--- src/rtl/cpu_sequencer_pkg.sv ---
// Shared types for the E0C6S46-compatible core sequencer: instruction
// lengths, microcode slot actions, sequencer states and period constants.
package cpu_sequencer_pkg;

    // Instruction period length reported by the decoder.
    typedef enum logic [1:0] {
        CYCLE5,
        CYCLE7,
        CYCLE12
    } instr_length;

    // Register/ALU datapath action for one microcode slot.
    typedef enum logic [1:0] {
        CYCLE_NONE,
        CYCLE_REG_FETCH,
        CYCLE_REG_WRITE,
        CYCLE_ALU
    } microcode_cycle;

    // Sequencer period phases.
    typedef enum logic [2:0] {
        SEQ_FETCH,
        SEQ_DECODE,
        SEQ_EXEC,
        SEQ_IRQ,
        SEQ_HALT
    } seq_state;

    localparam int IRQ_CYCLES       = 12;
    localparam int MICRO_SLOT_COUNT = 4;

    // Number of ticks in an instruction period of the given length.
    function automatic int cycle_count_int(input instr_length len);
        case (len)
            CYCLE5:  return 5;
            CYCLE7:  return 7;
            default: return 12;
        endcase
    endfunction

endpackage

--- src/rtl/cpu_sequencer.sv ---
// Per-instruction cycle sequencer. Counts clk_en ticks through FETCH, DECODE
// and EXEC, issues the decoder's microcode slots, and handles HALT and the
// 12-tick interrupt entry period.
// Optional feature macro: SEQ_SINGLE_STEP_EN (single-step hold in FETCH).
module cpu_sequencer
    import cpu_sequencer_pkg::*;
#(
    parameter int MICRO_SLOTS = MICRO_SLOT_COUNT
) (
    input  logic                                clk,
    input  logic                                reset,
    input  logic                                clk_en,
    input  instr_length                         length,
    input  microcode_cycle [MICRO_SLOTS-1:0]    micro_slots,
    input  logic                                halt_req,
    input  logic                                irq_pending,
    input  logic                                irq_enable,
    input  logic                                step_mode,
    input  logic                                step_pulse,
    output logic                                fetch_strobe,
    output logic                                decode_strobe,
    output microcode_cycle                      micro_cycle,
    output logic [1:0]                          micro_index,
    output logic                                instr_done,
    output logic                                irq_ack,
    output logic                                irq_service,
    output logic                                halted,
    output logic [3:0]                          tick
);

    seq_state                          state;
    seq_state                          next_state;
    logic [3:0]                        tick_q;
    logic [3:0]                        next_tick;
    instr_length                       len_q;
    logic [MICRO_SLOTS-1:0][1:0]       slots_q;
    logic                              halt_q;

    logic [3:0]                        last_tick;
    logic [3:0]                        slot_off;
    logic                              slot_issue;
    logic                              fetch_go;

    assign last_tick  = 4'(cycle_count_int(len_q) - 1);
    assign slot_off   = tick_q - 4'd2;
    assign slot_issue = (state == SEQ_EXEC) && (slot_off < 4'(MICRO_SLOTS));

`ifdef SEQ_SINGLE_STEP_EN
    // In step mode FETCH is held at tick 0 until a step request arrives.
    assign fetch_go = !step_mode || step_pulse;
`else
    assign fetch_go = 1'b1;
    logic unused_step;
    assign unused_step = step_mode ^ step_pulse;
`endif

    // State, tick counter and decode-time latches.
    always_ff @(posedge clk) begin
        // NOTE: sequential state uses non-blocking assignments so every register samples pre-edge values.
        if (reset) begin
            state   <= SEQ_FETCH;
            tick_q  <= 4'd0;
            len_q   <= CYCLE5;
            slots_q <= '0;
            halt_q  <= 1'b0;
        end else begin
            state  <= next_state;
            tick_q <= next_tick;
            if (clk_en && state == SEQ_DECODE) begin
                len_q   <= length;
                slots_q <= micro_slots;
                halt_q  <= halt_req;
            end
        end
    end

    // Next-state/tick and clk_en-qualified strobes.
    always_comb begin
        // NOTE: every output of this block is defaulted first so no path can infer a latch.
        next_state    = state;
        next_tick     = tick_q;
        fetch_strobe  = 1'b0;
        decode_strobe = 1'b0;
        micro_cycle   = CYCLE_NONE;
        micro_index   = 2'd0;
        instr_done    = 1'b0;
        irq_ack       = 1'b0;
        irq_service   = 1'b0;
        if (clk_en) begin
            case (state)
                SEQ_FETCH: begin
                    if (fetch_go) begin
                        fetch_strobe = 1'b1;
                        next_state   = SEQ_DECODE;
                        next_tick    = 4'd1;
                    end
                end
                SEQ_DECODE: begin
                    decode_strobe = 1'b1;
                    next_state    = SEQ_EXEC;
                    next_tick     = 4'd2;
                end
                SEQ_EXEC: begin
                    if (slot_issue) begin
                        micro_cycle = microcode_cycle'(slots_q[slot_off[1:0]]);
                        micro_index = slot_off[1:0];
                    end
                    if (tick_q == last_tick) begin
                        // Interrupt beats a latched HALT; the halt is then dropped.
                        instr_done = 1'b1;
                        next_tick  = 4'd0;
                        if (irq_pending && irq_enable)
                            next_state = SEQ_IRQ;
                        else if (halt_q)
                            next_state = SEQ_HALT;
                        else
                            next_state = SEQ_FETCH;
                    end else begin
                        next_tick = tick_q + 4'd1;
                    end
                end
                SEQ_IRQ: begin
                    irq_service = 1'b1;
                    irq_ack     = (tick_q == 4'd0);
                    if (tick_q == 4'(IRQ_CYCLES - 1)) begin
                        instr_done = 1'b1;
                        next_state = SEQ_FETCH;
                        next_tick  = 4'd0;
                    end else begin
                        next_tick = tick_q + 4'd1;
                    end
                end
                SEQ_HALT: begin
                    // Wakeup ignores the I flag.
                    next_tick = 4'd0;
                    if (irq_pending)
                        next_state = SEQ_IRQ;
                end
                default: begin
                    next_state = SEQ_FETCH;
                    next_tick  = 4'd0;
                end
            endcase
        end
    end

    assign halted = (state == SEQ_HALT);
    assign tick   = tick_q;

endmodule
--- config.mk ---
export PLATFORM = sky130hd
export DESIGN_NAME = cpu_sequencer
export DESIGN_NICKNAME = d
export VERILOG_FILES = /design/src/rtl/cpu_sequencer_pkg.sv /design/src/rtl/cpu_sequencer.sv
export SDC_FILE = /design/constraint.sdc
export NUM_CORES = 1
export LEC_CHECK = 0
export CAP_MARGIN = 30
export CORE_UTILIZATION = 26
export DETAILED_ROUTE_END_ITERATION = 10
export PLACE_DENSITY = 0.51
export SLEW_MARGIN = 15
export SYNTH_ARGS = -nofsm -noshare
export SYNTH_HDL_FRONTEND = slang
export SYNTH_SLANG_ARGS = --single-unit
--- constraint.sdc ---
create_clock -name clk -period 3.3 [get_ports clk]
set_input_delay 0.66 -clock clk [delete_from_list [all_inputs] [get_ports clk]]
set_output_delay 0.66 -clock clk [all_outputs]
set_load 0.01 [all_outputs]
==> run_results.csv <==
group,metric,value,unit
outcome,status,"completed",
timing,hold_viol,0,
detailed_routing,vias_per_cell,4.88,
grt,antenna_found_initial,0,
pwr,p_per_area,348,mW/mm^2
timing,fin_tns_setup,0,ns
timing,drv_slew,0,
timing,whs,0.455,ns
grt,grt_use_total,0.129,
timing,rsz0062_at_grt,"no",
synthesis,synth_top_cell_by_area,"dfxtp_1",
detailed_routing,ant_nets,0,
floorplan,rows,23,
cts,clkSinkCount,18,
finish,multi_input_area,649,um^2
synthesis,synth_flop_cell,"dfxtp_1",
detailed_routing,dr.pass1.iters,4,
pwr,p_leak,0.517,nW
timing,fin_crit,3.05,ns
synthesis,synth_edf_count,0,
synthesis,ys_types,39,
finish,diodes,0,
critical_path,critPathKind,"in -> out",
synthesis,syn_area,0.00109,mm^2
detailed_routing,drc,0,
finish,drive_gt1_frac,0.0938,
grt,grt.overflow.total,0,
critical_path,crit_path_start_kind,"input pin",
critical_path,cp_max_fo,7,
placement,place.port_buffers,29,
synthesis,ys_ff_latch,18,
placement,place.gp.congestion,0.735,
floorplan,fp.dieH,66.7,um
grt,grt_use_met2,0.202,
grt,grt_pass1_vias,978,
placement,post-place-ws,0.276,ns
timing,setup_viol,0,
detailed_routing,drt-initial-drc-count,50,
cts,cts_made_buffers,3,
timing,fin_skew,0.00259,ns
synthesis,yosysWarnings,0,
grt,grt_max_degree,20,
critical_path,rrSetupSlack,1.53,ns
critical_path,arrival,2.39,ns
synthesis,ys_top_cells_by_area,"dfxtp_1 33%, nand2_1 8.3%, a21oi_1 7.8%",
timing,worst_slew_pin_slew,0.690,ns
synthesis,async_flop_share,0,
floorplan,io_pins,32,
cts,cts_resized,0,
finish,area_delta_synth_final,35.6,%
synthesis,synth_top_cell_area_share,0.331,
placement,dp_hpwl,1970,um
timing,maxSlewHeadroom,0.538,
critical_path,critPathRequiredTime,2.64,ns
floorplan,start_util,0.272,
detailed_routing,routedWlPerCell,12.4,um
critical_path,worstSetupEndpointType,"primary output",
cts,cts_buffer_depth,2,
grt,met3_usage,0.0308,
placement,place_inst,206,
cts,clk_latency,0.25,ns
pwr,ir_worst_vdd,0.000214,V
synthesis,yosysMostFrequentCell,"nand2_1",
synthesis,yosysSeqAreaShare,0.331,
floorplan,die_w,66.7,um
min_path,hold_path.class,"reg -> reg",
grt,use_met1,0.175,
cts,cts_tree,"built",
finish,final_net_count,183,
floorplan,dieArea,0.00445,mm^2
grt,grt_pass1_wl,4400,um
synthesis,syn-num-nets,154,
timing,timing.fmax,328,MHz
cts,post_cts_buffers,0,
grt,grt.busiest_layer,"met2",
job,maxCapViolCount,0,
synthesis,netlist_top_cells_count,"24 x nand2_1, 18 x dfxtp_1, 17 x a21oi_1",
detailed_routing,routed_wl,2610,um
floorplan,core,0.00400,mm^2
timing,period_share,0.923,
finish,regArea,360,um^2
cts,clk_pin_slew,0.07,ns
finish,fill_cells,425,
cts,root_buffer,"clkbuf_8",
synthesis,avgSynthCellArea,8.26,um^2
cts,cts-hold-fix-buffers,0,
timing,fin_ws,0.254,ns
synthesis,synth_cells,132,
detailed_routing,route.vias.total,1024,
cts,htree_num_levels,1,
finish,instances_no_fill,210,
## flip-flops by register name, summed over array words and instances, names as in the netlist
signal	count
slots_q	8
tick	4
len_q	2
state	3
halt_q	1
## logic make-up (layout without fill, tap and decap cells)
logic type	Yosys count	count (layout)	synth area share
AND/OR/NAND/NOR	56	56	0.285
AO/OA/AOI/OAI	32	32	0.192
flip-flops	18	18	0.331
buffers and inverters	16	44	0.0735
adder cells (fa/ha/maj)	4	4	0.0459
XOR/XNOR	4	4	0.0322
multiplexers	2	2	0.0413
## where the power goes
| group | total, mW | leakage, nW | switching (mW) | internal [mW] |
|---|---|---|---|---|
| clock network | 0.176 | 0.0288 | 0.0702 | 0.106 |
| registers | 0.244 | 0.146 | 0.0161 | 0.228 |
| logic | 0.0940 | 0.342 | 0.0435 | 0.0505 |
| total | 0.514 | 0.517 | 0.130 | 0.384 |
## routing by layer
metal	vias to the layer above	share of wire
met5	-	0
met1	472	0.50
met3	2	0.057
met4	0	0.0038
met2	30	0.44
li1	520	-
## critical path, stage by stage
cell             delay (ns)
clkdlybuf4s50_1        0.62
nand2b_1               0.13
or3_1                  0.37
inv_2                  0.08
clkdlybuf4s50_1        0.53
## worst paths after layout
check	start	end	cells after the start
setup / recovery	clk_en	decode_strobe	5
hold / removal	halt_q	halt_q	2
setup reg to reg	tick[0]	state[1]	5
hold reg to reg	halt_q	halt_q	2
## final cells by class
cell class / count / area share
clock buffers: 4 / 0.0373
inverters: 6 / 0.0152
multi-input cells: 98 / 0.439
flip-flops and latches: 18 / 0.244
well taps: 50 / 0.0423
repair buffers: 34 / 0.222
## cells in the final DEF, fill, tap and decap left out, types with 3 or more instances in the layout
cell             count
nand3b_1             3
o21ai_0              4
nand4_1              3
nor3_1               4
a21oi_1             17
buf_4                5
clkdlybuf4s50_1     29
xnor2_1              3
nand2_1             24
nor2_1               6
inv_1                5
dfxtp_1             18
nor2b_1              3
ha_1                 4
clkbuf_8             4
## per-stage QoR
| step | power, mW | area [um^2] | util |
|---|---|---|---|
| after floorplan | 0.300 | 1090 | - |
| after global placement | 0.342 | 1420 | 0.356 |
| after detailed placement | 0.343 | 1420 | 0.356 |
| after CTS | 0.520 | 1480 | 0.369 |
| after global routing | 0.543 | 1480 | 0.369 |
| final | 0.514 | 1480 | 0.369 |
Note: power is estimated with default switching activity, not from simulation.
